`src/rtl/div_pkg.sv`:
```
// Shared definitions for the sequential restoring divider: state encoding
// and counter sizing.
package div_pkg;

  localparam logic [1:0] IDLE = 2'd0;
  localparam logic [1:0] RUN  = 2'd1;
  localparam logic [1:0] DONE = 2'd2;

  typedef enum logic [1:0] {
    ST_IDLE = IDLE,
    ST_RUN  = RUN,
    ST_DONE = DONE
  } state_t;

  // Width of the iteration counter; it must hold WIDTH-1.
  function automatic int cnt_width(input int w);
    return ($clog2(w) < 1) ? 1 : $clog2(w);
  endfunction

endpackage

```
`src/rtl/fullsubtractor.sv`:
```
// One-bit full subtractor: diff = a - b - bin, with borrow-out.
module fullsubtractor (
  input  logic a,
  input  logic b,
  input  logic bin,
  output logic diff,
  output logic bout
);

  assign diff = a ^ b ^ bin;
  assign bout = (~a & b) | (~(a ^ b) & bin);

endmodule

```
`src/rtl/seq_restoring_divider.sv`:
```
// Multi-cycle unsigned restoring divider, one quotient bit per cycle, with an
// optionally borrow-masked subtractor chain for approximate division studies.
module seq_restoring_divider
  import div_pkg::*;
#(
  parameter int WIDTH     = 8,
  parameter int MASK_BITS = 0
) (
  input  logic             clk,
  input  logic             rst,
  input  logic             start,
  input  logic [WIDTH-1:0] dividend,
  input  logic [WIDTH-1:0] divisor,
  output logic             busy,
  output logic             done,
  output logic [WIDTH-1:0] quotient,
  output logic [WIDTH-1:0] remainder,
  output logic             div_by_zero
);

  localparam int CW = cnt_width(WIDTH);

  state_t           state_q;
  logic [WIDTH-1:0] r_q, q_q, d_q;
  logic [WIDTH-1:0] r_d, q_d;
  logic [CW-1:0]    count_q;
  logic             busy_q, done_q, dbz_q;
  logic [WIDTH-1:0] quot_q, rem_q;

  logic [WIDTH:0]   s, dvs, t, bout_raw;
  logic [WIDTH+1:0] borrow;
  logic             unused_t_msb;

  assign s         = {r_q, q_q[WIDTH-1]};
  assign dvs       = {1'b0, d_q};
  assign borrow[0] = 1'b0;

  // Masking is applied outside the cell so the cell stays a plain subtractor.
  generate
    for (genvar gi = 0; gi <= WIDTH; gi++) begin : g_sub
      fullsubtractor u_fs (
        .a    (s[gi]),
        .b    (dvs[gi]),
        .bin  (borrow[gi]),
        .diff (t[gi]),
        .bout (bout_raw[gi])
      );
      assign borrow[gi+1] = (gi < MASK_BITS) ? 1'b0 : bout_raw[gi];
    end
  endgenerate

  assign unused_t_msb = t[WIDTH];

  always_comb begin
    r_d = borrow[WIDTH+1] ? s[WIDTH-1:0] : t[WIDTH-1:0];
    q_d = {q_q[WIDTH-2:0], ~borrow[WIDTH+1]};
  end

  always_ff @(posedge clk or posedge rst) begin
    if (rst) begin
      state_q <= ST_IDLE;
      r_q     <= '0;
      q_q     <= '0;
      d_q     <= '0;
      count_q <= '0;
      busy_q  <= 1'b0;
      done_q  <= 1'b0;
      dbz_q   <= 1'b0;
      quot_q  <= '0;
      rem_q   <= '0;
    end else begin
      case (state_q)
        ST_IDLE, ST_DONE: begin
          done_q <= 1'b0;
          if (start) begin
            if (divisor != '0) begin
              d_q     <= divisor;
              q_q     <= dividend;
              r_q     <= '0;
              count_q <= CW'(WIDTH - 1);
              busy_q  <= 1'b1;
              state_q <= ST_RUN;
            end else begin
              quot_q  <= '1;
              rem_q   <= dividend;
              dbz_q   <= 1'b1;
              done_q  <= 1'b1;
              state_q <= ST_DONE;
            end
          end else begin
            state_q <= ST_IDLE;
          end
        end
        ST_RUN: begin
          r_q     <= r_d;
          q_q     <= q_d;
          count_q <= count_q - CW'(1);
          if (count_q == '0) begin
            quot_q  <= q_d;
            rem_q   <= r_d;
            dbz_q   <= 1'b0;
            busy_q  <= 1'b0;
            done_q  <= 1'b1;
            state_q <= ST_DONE;
          end
        end
        default: state_q <= ST_IDLE;
      endcase
    end
  end

  assign busy        = busy_q;
  assign done        = done_q;
  assign quotient    = quot_q;
  assign remainder   = rem_q;
  assign div_by_zero = dbz_q;

endmodule

```
`config.mk`:
```
export PLATFORM = sky130hd
export DESIGN_NAME = seq_restoring_divider
export DESIGN_NICKNAME = d
export VERILOG_FILES = /design/src/rtl/div_pkg.sv /design/src/rtl/fullsubtractor.sv /design/src/rtl/seq_restoring_divider.sv
export SDC_FILE = /design/constraint.sdc
export NUM_CORES = 1
export LEC_CHECK = 0
export CORE_ASPECT_RATIO = 1.5
export CORE_MARGIN = 3
export CORE_UTILIZATION = 55
export CTS_BUF_LIST = sky130_fd_sc_hd__clkbuf_8
export DETAILED_ROUTE_END_ITERATION = 10
export PLACE_DENSITY = 0.79
export SETUP_SLACK_MARGIN = 0.1
export SLEW_MARGIN = 20
export SYNTH_ARGS = -nofsm -noshare
export SYNTH_HDL_FRONTEND = slang
export SYNTH_SLANG_ARGS = --single-unit
```
`constraint.sdc`:
```
create_clock -name clk -period 5.36 [get_ports clk]
set_input_delay 0.536 -clock clk [delete_from_list [all_inputs] [get_ports clk]]
set_output_delay 0.536 -clock clk [all_outputs]
set_load 0.05 [all_outputs]
```
# [After elaboration in Yosys (flattened, before gate mapping)]
# Index checks and enable logic that the tools add are counted.
[word_totals] reg_bits=48 word_cells=115 inputBits=19 out_inout_bits=19
[classes] reduce_logical=10 addsub=1 eq_ne=6 mux=33 bitwise=55
[ops] op="$mux W8" n=11
[ops] op="$pmux W8 S2" n=4
[ops] op="$not A1 Y1" n=17
[ops] op="$and A1 B1 Y1" n=16
[ops] op="$xor A1 B1 Y1" n=15
[ops] op="$mux W1" n=8
[ops] op="$ne A2 B2 Y1 const B" n=4
[ops] op="$reduce_and A4 Y1" n=2
[ops] op="$reduce_bool A8 Y1" n=1
[ops] op="$or A1 B1 Y1" n=7
[ops] op="$mux W2" n=3
[ops] op="$mux W3" n=2
[ops] op="$pmux W1 S2" n=3
[ops] op="$pmux W3 S2" n=1
[ops] op="$reduce_and A3 Y1" n=2
[ops] op="$pmux W2 S2" n=1
[ops] op="$logic_not A3 Y1" n=1
[ops] op="$sub A3 B1 Y3 const B" n=1
[ops] op="$eq A2 B1 Y1 const B" n=1
[ops] op="$eq A2 B2 Y1 const B" n=1
[ops] op="$logic_not A2 Y1" n=1
[ops] op="$reduce_and A2 Y1" n=1
[ops] op="$reduce_bool A2 Y1" n=1
[ops] op="$reduce_or A2 Y1" n=1

# [Logic depth before layout (Yosys ltp)]
# Gate-level depths: netlist (run 1).
[logic_depth] depth_word=20 mapped_depth=14 ltp_nobuf=13

# [Modules after synthesis]
# A second synthesis (run 1) with hierarchy kept.
[unflattened] hier_cells=231 area_unflattened_um2=2437.3
[by_module_without_submodules] mod="seq_restoring_divider" area_each_um2=2155.8 instances=1 seq_area_each_um2=1201.2 cells_per_inst=195
[by_module_without_submodules] mod="fullsubtractor" area_each_um2=31.3 instances=9 seq_area_each_um2=0.0 cells_per_inst=4

# [Worst setup path before layout (run 1)]
# No wires, ideal clock.
[synth_timing] kind="register to register" start="register d_q[0]" end="register rem_q[1], in the netlist remainder[1]" t_arrival_ns=4.391 path_stages_with_launch=14 period_less_slack_ns=4.526 path_buffers=1 setup_ns=0.134 t_required_ns=5.226 slack_ns=0.834 path_cell_list="dfrtp_1 ha_1 fa_1 fa_1 fa_1 fa_1 fa_1 fa_1 fa_1 nand2b_1 clkbuf_1 a211oi_1 a21oi_1 o21ai_1"
[synth_via] elab_chain_cells=19 word_cells_on_any_way=20 classes_between="mux: 3; bitwise: 17"
[synth_rtl] item="start, declared" line_no="seq_restoring_divider.sv:24" text="logic [WIDTH-1:0] r_q, q_q, d_q;"
[synth_rtl] item="start signal, assigned" line_no="seq_restoring_divider.sv:77" text="d_q <= divisor;"
[synth_rtl] item="$and A1 B1 Y1 (*)" line_no="fullsubtractor.sv:11" text="assign bout = (~a & b) | (~(a ^ b) & bin);"
[synth_rtl] item="$and A1 B1 Y1" line_no="fullsubtractor.sv:11"
[synth_rtl] item="$or A1 B1 Y1" line_no="fullsubtractor.sv:11"
[synth_rtl] item="$and A1 B1 Y1" line_no="fullsubtractor.sv:11"
[synth_rtl] item="$or A1 B1 Y1" line_no="fullsubtractor.sv:11"
[synth_rtl] item="$and A1 B1 Y1" line_no="fullsubtractor.sv:11"
[synth_rtl] item="$or A1 B1 Y1" line_no="fullsubtractor.sv:11"
[synth_rtl] item="$and A1 B1 Y1" line_no="fullsubtractor.sv:11"
[synth_rtl] item="(+3 left out)"
[synth_rtl] item="$and A1 B1 Y1" line_no="fullsubtractor.sv:11"
[synth_rtl] item="$or A1 B1 Y1" line_no="fullsubtractor.sv:11"
[synth_rtl] item="$and A1 B1 Y1" line_no="fullsubtractor.sv:11"
[synth_rtl] item="$or A1 B1 Y1" line_no="fullsubtractor.sv:11"
[synth_rtl] item="$and A1 B1 Y1" line_no="fullsubtractor.sv:11"
[synth_rtl] item="$mux W8 (*)" line_no="seq_restoring_divider.sv:55" text="r_d = borrow[WIDTH+1] ? s[WIDTH-1:0] : t[WIDTH-1:0];"
[synth_rtl] item="$mux W8 (*)" line_no="seq_restoring_divider.sv:98" text="if (count_q == '0) begin"
[synth_rtl] item="$pmux W8 S2 (*)" line_no="seq_restoring_divider.sv:72" text="case (state_q)"
[synth_rtl] item="end signal, assigned" line_no="seq_restoring_divider.sv:85" text="rem_q <= dividend;"
[synth_rtl] item="end signal, assigned" line_no="seq_restoring_divider.sv:100" text="rem_q <= r_d;"
[synth_rtl] item="end, declared" line_no="seq_restoring_divider.sv:28" text="logic [WIDTH-1:0] quot_q, rem_q;"
# Mark *: on every way between the ends. The rest lies on a longest branch, timed or not. The select of a mux whose other input is x is not followed.
# A chain may end at the register's enable or synchronous reset.

# [Worst setup path after layout (run 1)]
[layout_timing] start="register q_q[7]" end="register rem_q[4], in the netlist remainder[4]"
[layout_via] elab_chain_cells=20 word_cells_on_any_way=21 classes_between="mux: 3; bitwise: 18"
[layout_rtl] item="start, declared" line_no="seq_restoring_divider.sv:24"
[layout_rtl] item="start signal, assigned" line_no="seq_restoring_divider.sv:78" text="q_q <= dividend;"
[layout_rtl] item="start signal, assigned" line_no="seq_restoring_divider.sv:96" text="q_q <= q_d;"
[layout_rtl] item="$not A1 Y1 (*)" line_no="fullsubtractor.sv:11"
[layout_rtl] item="$and A1 B1 Y1 (*) (2 in series)" line_no="fullsubtractor.sv:11"
[layout_rtl] item="$or A1 B1 Y1 (*)" line_no="fullsubtractor.sv:11"
[layout_rtl] item="$and A1 B1 Y1 (*)" line_no="fullsubtractor.sv:11"
[layout_rtl] item="$or A1 B1 Y1 (*)" line_no="fullsubtractor.sv:11"
[layout_rtl] item="$and A1 B1 Y1 (*)" line_no="fullsubtractor.sv:11"
[layout_rtl] item="$or A1 B1 Y1 (*)" line_no="fullsubtractor.sv:11"
[layout_rtl] item="$and A1 B1 Y1" line_no="fullsubtractor.sv:11"
[layout_rtl] item="(+3 left out)"
[layout_rtl] item="$and A1 B1 Y1" line_no="fullsubtractor.sv:11"
[layout_rtl] item="$or A1 B1 Y1" line_no="fullsubtractor.sv:11"
[layout_rtl] item="$and A1 B1 Y1" line_no="fullsubtractor.sv:11"
[layout_rtl] item="$or A1 B1 Y1" line_no="fullsubtractor.sv:11"
[layout_rtl] item="$and A1 B1 Y1" line_no="fullsubtractor.sv:11"
[layout_rtl] item="$mux W8 (*)" line_no="seq_restoring_divider.sv:55"
[layout_rtl] item="$mux W8 (*)" line_no="seq_restoring_divider.sv:98"
[layout_rtl] item="$pmux W8 S2 (*)" line_no="seq_restoring_divider.sv:72"
# Marks and branches as above.

==> results of run 1 <==
[final timing paths]
path                        start      endpoint  slack (ns)  depth (start not counted)
max                        q_q[7]  remainder[4]        0.54                         13
min                          busy          busy        0.48                          1
max reg2reg                q_q[7]  remainder[4]        0.54                         13
min reg2reg                  busy          busy        0.48                          1
max in group asynchronous     rst        d_q[0]        4.00                          2
min in group asynchronous     rst          busy        0.76                          2
[stage by stage]
step           cells  hold WS [ns]  util (%)  worst slack, ns  area, µm²
6_report         281         0.479      70.2            0.538       2830
5_1_grt          281         0.497      70.2            0.297       2830
4_1_cts          281         0.485      70.2            0.522       2830
3_5_place_dp     274         0.465      67.0            0.563       2700
3_3_place_gp     274         0.463      67.0            0.692       2700
2_1_floorplan    202         0.445         -            0.834       2330
[registers in the layout, summed over array words and instances (netlist names)]
register	cells
state_q	2
busy	1
remainder	8
div_by_zero	1
d_q	8
quotient	8
q_q	8
count_q	3
r_q	8
done	1
[kinds of logic after synthesis]
family	Yosys count	synth area share [%]
adders and majority gates	10	7.63
buffers and inverters	24	5.10
DFF	48	51.6
muxes	15	7.84
and+or+nand+nor	46	11.1
AOI/OAI and AO/OA	59	16.8
[worst max-delay path, cell delays in order (launching register included)]
cell and delay, ns:
dfrtp_1 0.40, inv_1 0.06, ha_1 0.20, fa_1 0.46
fa_1 0.46, fa_1 0.46, fa_1 0.46, fa_1 0.46
fa_1 0.46, fa_1 0.53, nor3b_1 0.18, a211oi_1 0.39
a21oi_1 0.09, o21ai_1 0.13
[area by class of cell]
class / count / area share [%]
sequential: 48 / 42.5
multi-input combinational: 130 / 35.7
timing repair buffer: 38 / 13.4
clock buffer: 5 / 2.43
clock inverter: 2 / 2.12
tap: 45 / 1.99
inverter: 13 / 1.90
[per-layer routing]
metal / vias up / wire [µm]
li1: 761 / -
met5: - / 0
met2: 28 / 2380
met3: 9 / 155
met4: 0 / 87
met1: 762 / 1930
[cells in the mapped netlist, types with 2 or more instances]
library cell  instances
nand2b_1              2
mux2_4                6
nor2b_1               2
dfrtp_1              48
mux2_2                2
nor3b_1               7
buf_2                 4
a211oi_1              8
mux2i_1               7
nor3_1                2
nand2_1              12
o21ai_1              11
nor4_4                2
fa_1                  7
a21oi_1              23
inv_1                12
buf_6                 2
nor2_1               17
a21o_1                8
clkbuf_1              4
ha_1                  3
[power by group through the flow]
stage	logic [mW]	clock network (mW)	registers [mW]
floorplan	0.686	0	0.795
global placement	1.09	0	0.649
detailed placement	1.11	0	0.651
CTS	1.13	0.303	0.646
global route	1.25	0.317	0.667
finish	1.13	0.298	0.642
==> results, run 1 <==
- The run finished with clean final reports.
- STA classifies the critical path startpoint as a register.
- The relative area change from synthesis to final layout is 21.4%.
- The total number of yosys warnings is 0.
- met2 is the most crowded layer.
- Input and output buffers added on the ports amount to 37.
- Once the clock tree was built, the setup fixing pass inserted 0 buffers.
- The shortest clock period the worst path allows after layout is 4.82 ns.
- The I/O pin total is 38.
- The final count of negative-setup-slack endpoints is 0.
- The number of antenna diodes in the final layout is 0.
- The die boundary height is 85.7 µm.
- The clock slew seen by the registers of the worst setup and hold paths is 0.08 ns.
- The synthesized design contains 48 register bits.
- The x dimension of the die is 59.1 µm.
- The number of clock buffers added by TritonCTS is 5.
- The weighted congestion reported at the end of routability-driven placement is 0.813.
- In the final layout, flip-flops and latches occupy 0.00120 mm².
- Row generation in the floorplan step produced 28 rows.
- The total global-route track usage is 20.5%.
- The routed layout has 1560 vias.
- The fraction of power consumed by combinational cells is 54.5%.
- The library cells used most frequently in the layout, excluding fill and tap cells, are dfrtp_1 (48), clkdlybuf4s50_1 (37), a21oi_1 (23), nor2_1 (17), nand2_1 (12).
- The post-route clock skew is 0.00375 ns.
- For this run, design rule violations remaining after detail routing come to 0.
- The total leakage power is 1.23 nW.
- Dividing total power by cell area gives a power density of 731 mW/mm².
- The initial antenna violation count is 0.
- IR analysis of the VDD net gives a maximum drop of 0.584 mV.
- Setup repair after global routing left no endpoint under its margin.
- After legalization and detailed placement, the total HPWL measured 3290 µm.
- The worst pin sits at a relative slew slack of 36.7%.
- The footprint of the multi-input gates is 0.00101 mm².
- After the last flow step, the layout net total stands at 265.
- At the pin with the least slew margin, the transition time is 0.948 ns.
- For this run, global-route usage on met2 was measured as 33.4%.
- TritonCTS built the clock tree.
- After synthesis, the share of flip-flops with an asynchronous set or reset is 100%.
- The number of levels the H-tree was split into is 2.
- Synthesis produced a netlist whose cell count is 202.
- The iteration count of the initial detailed-routing pass is 4.
- The largest area contributor in the netlist is dfrtp_1.
- The biggest fanout along the worst timing path is 9.
- The leading cell type in the layout, fill and taps excluded is dfrtp_1.
- The register share of total power is 31.1%.
- Data on the critical path arrives at its endpoint at 5.04 ns.
- The class of the tightest hold or removal check is reg -> reg.
- In this run switching power makes up 42.9% of total power.
- The area of the mapped netlist is 0.00233 mm².
- Clock latency on the worst-skew pair, taken at its later pin, is 0.30 ns.
- The first global-routing pass estimated 7890 µm of wire.
- Ranked by total cell area, the synthesized netlist is headed by dfrtp_1 (52%), fa_1 (6.0%), a21oi_1 (4.9%), mux2_4 (3.9%), mux2i_1 (3.0%).
- Dividing the detail-routed wire length by the instance count gives 16.2 µm.
- After detailed routing, the total wire length is 4550 µm.
- The maximum number of buffers from clock root to sink is 2.
- Entering global routing, the biggest net connects 49 pins.
- The count of maximum capacitance violations is 0.
- The proportion of power drawn by the clock network is 14.4%.
- The average footprint of a synthesized cell is 11.5 µm².
- The master cell of the clock root buffer is clkbuf_8.
- After the first detailed-routing iteration, the DRC count stood at 35.
- The sink count of the clock tree is 48.
- Once detail routing completed, the nets flagged for antenna violations numbered 0.
- Hold repair after CTS inserted 0 buffers.
- Timing would allow up to 0.207 GHz.
- In the final timing run, aggregate negative setup slack is 0 ns.
- In the finished design, the share of the clock period the worst path needs comes to 90.0%.
- The count of distinct cell types in the synthesized netlist is 34.
- The met1 track demand over resource is 27.1%.
- The overall power consumption is 2.07 mW.
- The count of endpoints failing hold in the final timing report is 0.
- The die area is 0.00507 mm².
- Yosys mapped a number of flops with a built-in enable equal to 0.
- The analysis attributes to net switching a power of 0.888 mW.
- The via count of the first global-routing pass came to 1624.
- The internal power of the cells totals 1.18 mW.
- For this configuration, the core starts out at a cell density of 57.8%.
- The worst setup path is captured at a register.
- Data on the critical path is required at its endpoint by 5.58 ns.
- The critical path in this run is classified as reg -> reg.
- The aggregate global routing overflow is 0.
- In this run the biggest area consumer among cell types represents 51.6% of the synthesized area.
- The net count after synthesis is 231.
- After floorplanning, the core was sized to cover 0.00403 mm².
- The count of final max-slew check failures is 0.
- The post-cts gate resize count is 0.
- After detailed routing, the number of vias per cell comes to 5.55.
- The fill cell total of the finished layout is 290.
- Sequential cells were found to cover 51.6% of the synthesized design area.
- For this run, the leading register cell type out of synthesis is dfrtp_1.
- The fraction of layout instances using a drive strength above 1 is 10.6%.
- The met3 track utilization from global routing is 3.46%.
Note: power is estimated with default switching activity, not from simulation.
==> run 2: changes to the inputs <==
--- a/config.mk
+++ b/config.mk
@@ -10,6 +10,8 @@
 export CORE_UTILIZATION = 55
 export CTS_BUF_LIST = sky130_fd_sc_hd__clkbuf_8
 export DETAILED_ROUTE_END_ITERATION = 10
+export GPL_TIMING_DRIVEN = 0
+export HOLD_SLACK_MARGIN = 0.03
 export PLACE_DENSITY = 0.79
 export SETUP_SLACK_MARGIN = 0.1
 export SLEW_MARGIN = 20
==> run 2 against run 1 <==
  * Cell count grew 4.3%
  * Flip-flop and latch count is the same
  * Non-clock buffer count grew 11
  * Sequential share of layout area shrank 0.83 points
  * Die area is the same
  * Worst setup slack lost 0.15 ns
  * Sequential power shrank 1%
  * Highest routed layer unchanged
  * Via count grew 6.0%
  * Largest cell class unchanged
==> results, run 2 (synthesis gave the netlist of run 1 again) <==
- The worst setup path is launched from a register.
- The required time of the worst setup path is 5.54 ns.
- For this run, the slowest stage of the critical path takes 0.55 ns.
- The relative area change from synthesis to final layout is 23.8%.
- The library cell used most frequently in the layout, excluding fill and tap cells, is dfrtp_1.
- In this run the horizontal extent of the chip is 59.1 µm.
- The via count of the first global-routing pass is 1756.
- After clock tree synthesis, the setup repair step added 0 buffers.
- Before CTS, the worst setup slack after placement is 0.355 ns.
- The worst slew slack as a fraction of its limit is 65.9%.
- The count of endpoints failing hold in the final timing report is 0.
- Across all setup checks in the final design, the least slack found is 0.388 ns.
- The endpoint type of the worst setup path is a register.
- Timing would allow up to 0.201 GHz.
- The later pin in the worst-skew pair is clocked with a latency of 0.30 ns.
- The total of hold buffers inserted after clock tree synthesis is 0.
- On the critical path, the stage with the largest delay is an instance of fa_1.
- The tree built by TritonCTS fans out to 48 sinks.
- The data arrival time of the critical path is 5.15 ns.
- In the layout the commonest cells are dfrtp_1 (48), clkdlybuf4s50_1 (37), a21oi_1 (23), nor2_1 (17).
- The critical path in this run is classified as reg -> reg.
- The maximum number of pins on one net before global-route repair is 29.
- The number of cells on the worst reg-to-reg path is 14.
- The aggregate global routing overflow is 0.
- In this run the worst hold path is classified as reg -> reg.
- The biggest fanout along the worst timing path is 9.
- The number of rows in the core area is 28.
- The cell occurring most often along the worst timing path is fa_1.
- For this run, design rule violations remaining after detail routing come to 0.
- The count of maximum capacitance violations is 0.
- Setup repair after global routing left no endpoint under its margin.
- The I/O pin total is 38.
- After floorplanning, the core was sized to cover 0.00403 mm².
- The final layout contains 276 nets.
- Measured on the finished design, the core utilization comes to 71.6%.
- The initial cell density of the core is 57.8%.
- In the routed layout, each cell is associated on average with a via count of 5.64.
- The clock slew seen by the registers of the worst setup and hold paths is 0.09 ns.
- The final setup TNS is 0 ns.
- The weighted congestion reported at the end of routability-driven placement is 0.751.
- The average wire length per cell after detail routing is 16.4 µm.
- After layout, the worst path uses 92.8% of the clock period.
- After the first detailed-routing iteration, the DRC count stood at 40.
- The hold slack is 0.476 ns.
- The die area is 0.00507 mm².
- 0 antenna diodes ended up in the layout.
- In this run, post-CTS repair resized a total of 0 instances.
- The shortest clock period the worst path allows after layout is 4.97 ns.
- The number of levels the H-tree was split into is 2.
- The total global-route track usage is 21.2%.
- Setup violations remaining at the end of the flow were counted as 0.
- TritonCTS built the clock tree.
- No sink is reached through more buffers than the 2 on the longest clock path.
- The detailed-placement wirelength estimate is 3670 µm.
- The vias after detailed routing is 1653.
- The master cell of the clock root buffer is clkbuf_8.
- The flow ran to the end, and the final reports show no timing, DRC or antenna violations.
- The fraction of layout instances using a drive strength above 1 is 12.9%.
- The count of final max-slew check failures is 0.
- Clock tree synthesis inserted a total of 5 buffers.
- The initial antenna violation count is 0.
- Once detail routing completed, the nets flagged for antenna violations numbered 0.
- The critical path goes through inv_1 > ha_1 > fa_1 > fa_1 > fa_1 > fa_1 > fa_1 > fa_1 > fa_1 > nand2b_1 > clkbuf_1 > a211oi_1 > a21oi_1 > o21ai_1.
- Dividing total power by cell area gives a power density of 711 mW/mm².
- The post-route clock skew is 0.00853 ns.
- The sequential standard cell area is 0.00120 mm².
- The global-route wire length before repair is 8140 µm.
- From bottom edge to top edge, the die measures 85.7 µm.
- Along the worst hold path, the cell count comes to 1.
- In this run the static leakage power is 1.26 nW.
- The number of input and output port buffers inserted is 37.
- The fill cell total of the finished layout is 302.
- At the pin with the least slew margin, the transition time is 0.510 ns.
- The iteration count of the initial detailed-routing pass is 4.
- The footprint of the multi-input gates is 0.00101 mm².
- The worst IR drop on VDD is 0.476 mV.
- Wires add up to 4800 µm.
==> run 2: worst paths after layout <==
| kind | from | to | slack (ns) |
|---|---|---|---|
| setup / recovery | q_q[7] | remainder[4] | 0.39 |
| hold / removal | count_q[0] | count_q[0] | 0.48 |
| setup reg to reg | q_q[7] | remainder[4] | 0.39 |
| hold reg to reg | count_q[0] | count_q[0] | 0.48 |
| max in group asynchronous | rst | r_q[0] | 4.31 |
| min in group asynchronous | rst | quotient[5] | 0.55 |
==> run 2: final cells by class <==
class / instances / share of cell area, %
Inverter: 13 / 1.87
Sequential cell: 48 / 41.6
Timing Repair Buffer: 38 / 13.5
Tap cell: 45 / 1.95
Clock buffer: 5 / 2.39
Multi-Input combinational cell: 130 / 35.0
Buffer: 11 / 2.26
Clock inverter: 3 / 1.34
==> run 2: critical path: cells and delay by family (launching register included) <==
| kind | cells | cell delay [ns] |
|---|---|---|
| DFF | 1 | 0.41 |
| AOI/OAI and AO/OA | 3 | 0.45 |
| and+or+nand+nor | 1 | 0.11 |
| adders and majority gates | 8 | 3.51 |
| buffers and inverters | 2 | 0.37 |
==> run 2: metrics by stage <==
| stage | cell area, µm² | cells | total power [mW] |
|---|---|---|---|
| 2_1_floorplan | 2330 | 202 | 1.48 |
| 6_report | 2880 | 293 | 2.05 |
| 4_1_cts | 2880 | 293 | 2.07 |
| 3_5_place_dp | 2780 | 285 | 1.79 |
| 3_3_place_gp | 2760 | 284 | 1.77 |
| 5_1_grt | 2880 | 293 | 2.21 |
==> run 2: metal layers <==
metal | wire length (µm) | part of all wire, % | vias to the layer above | global-route usage (%)
li1 | - | - | 786 | -
met2 | 2610 | 54 | 26 | 36.3
met3 | 126 | 2.6 | 4 | 3.61
met1 | 1980 | 41 | 837 | 26.5
met4 | 78 | 1.6 | 0 | 7.42
met5 | 0 | 0 | - | 0
==> run 2: power by group <==
part           internal (mW)  total (mW)  switching, mW  leakage [nW]
clock network          0.137       0.253          0.117        0.0593
registers              0.528       0.634          0.105         0.552
logic                  0.486        1.16          0.676         0.651
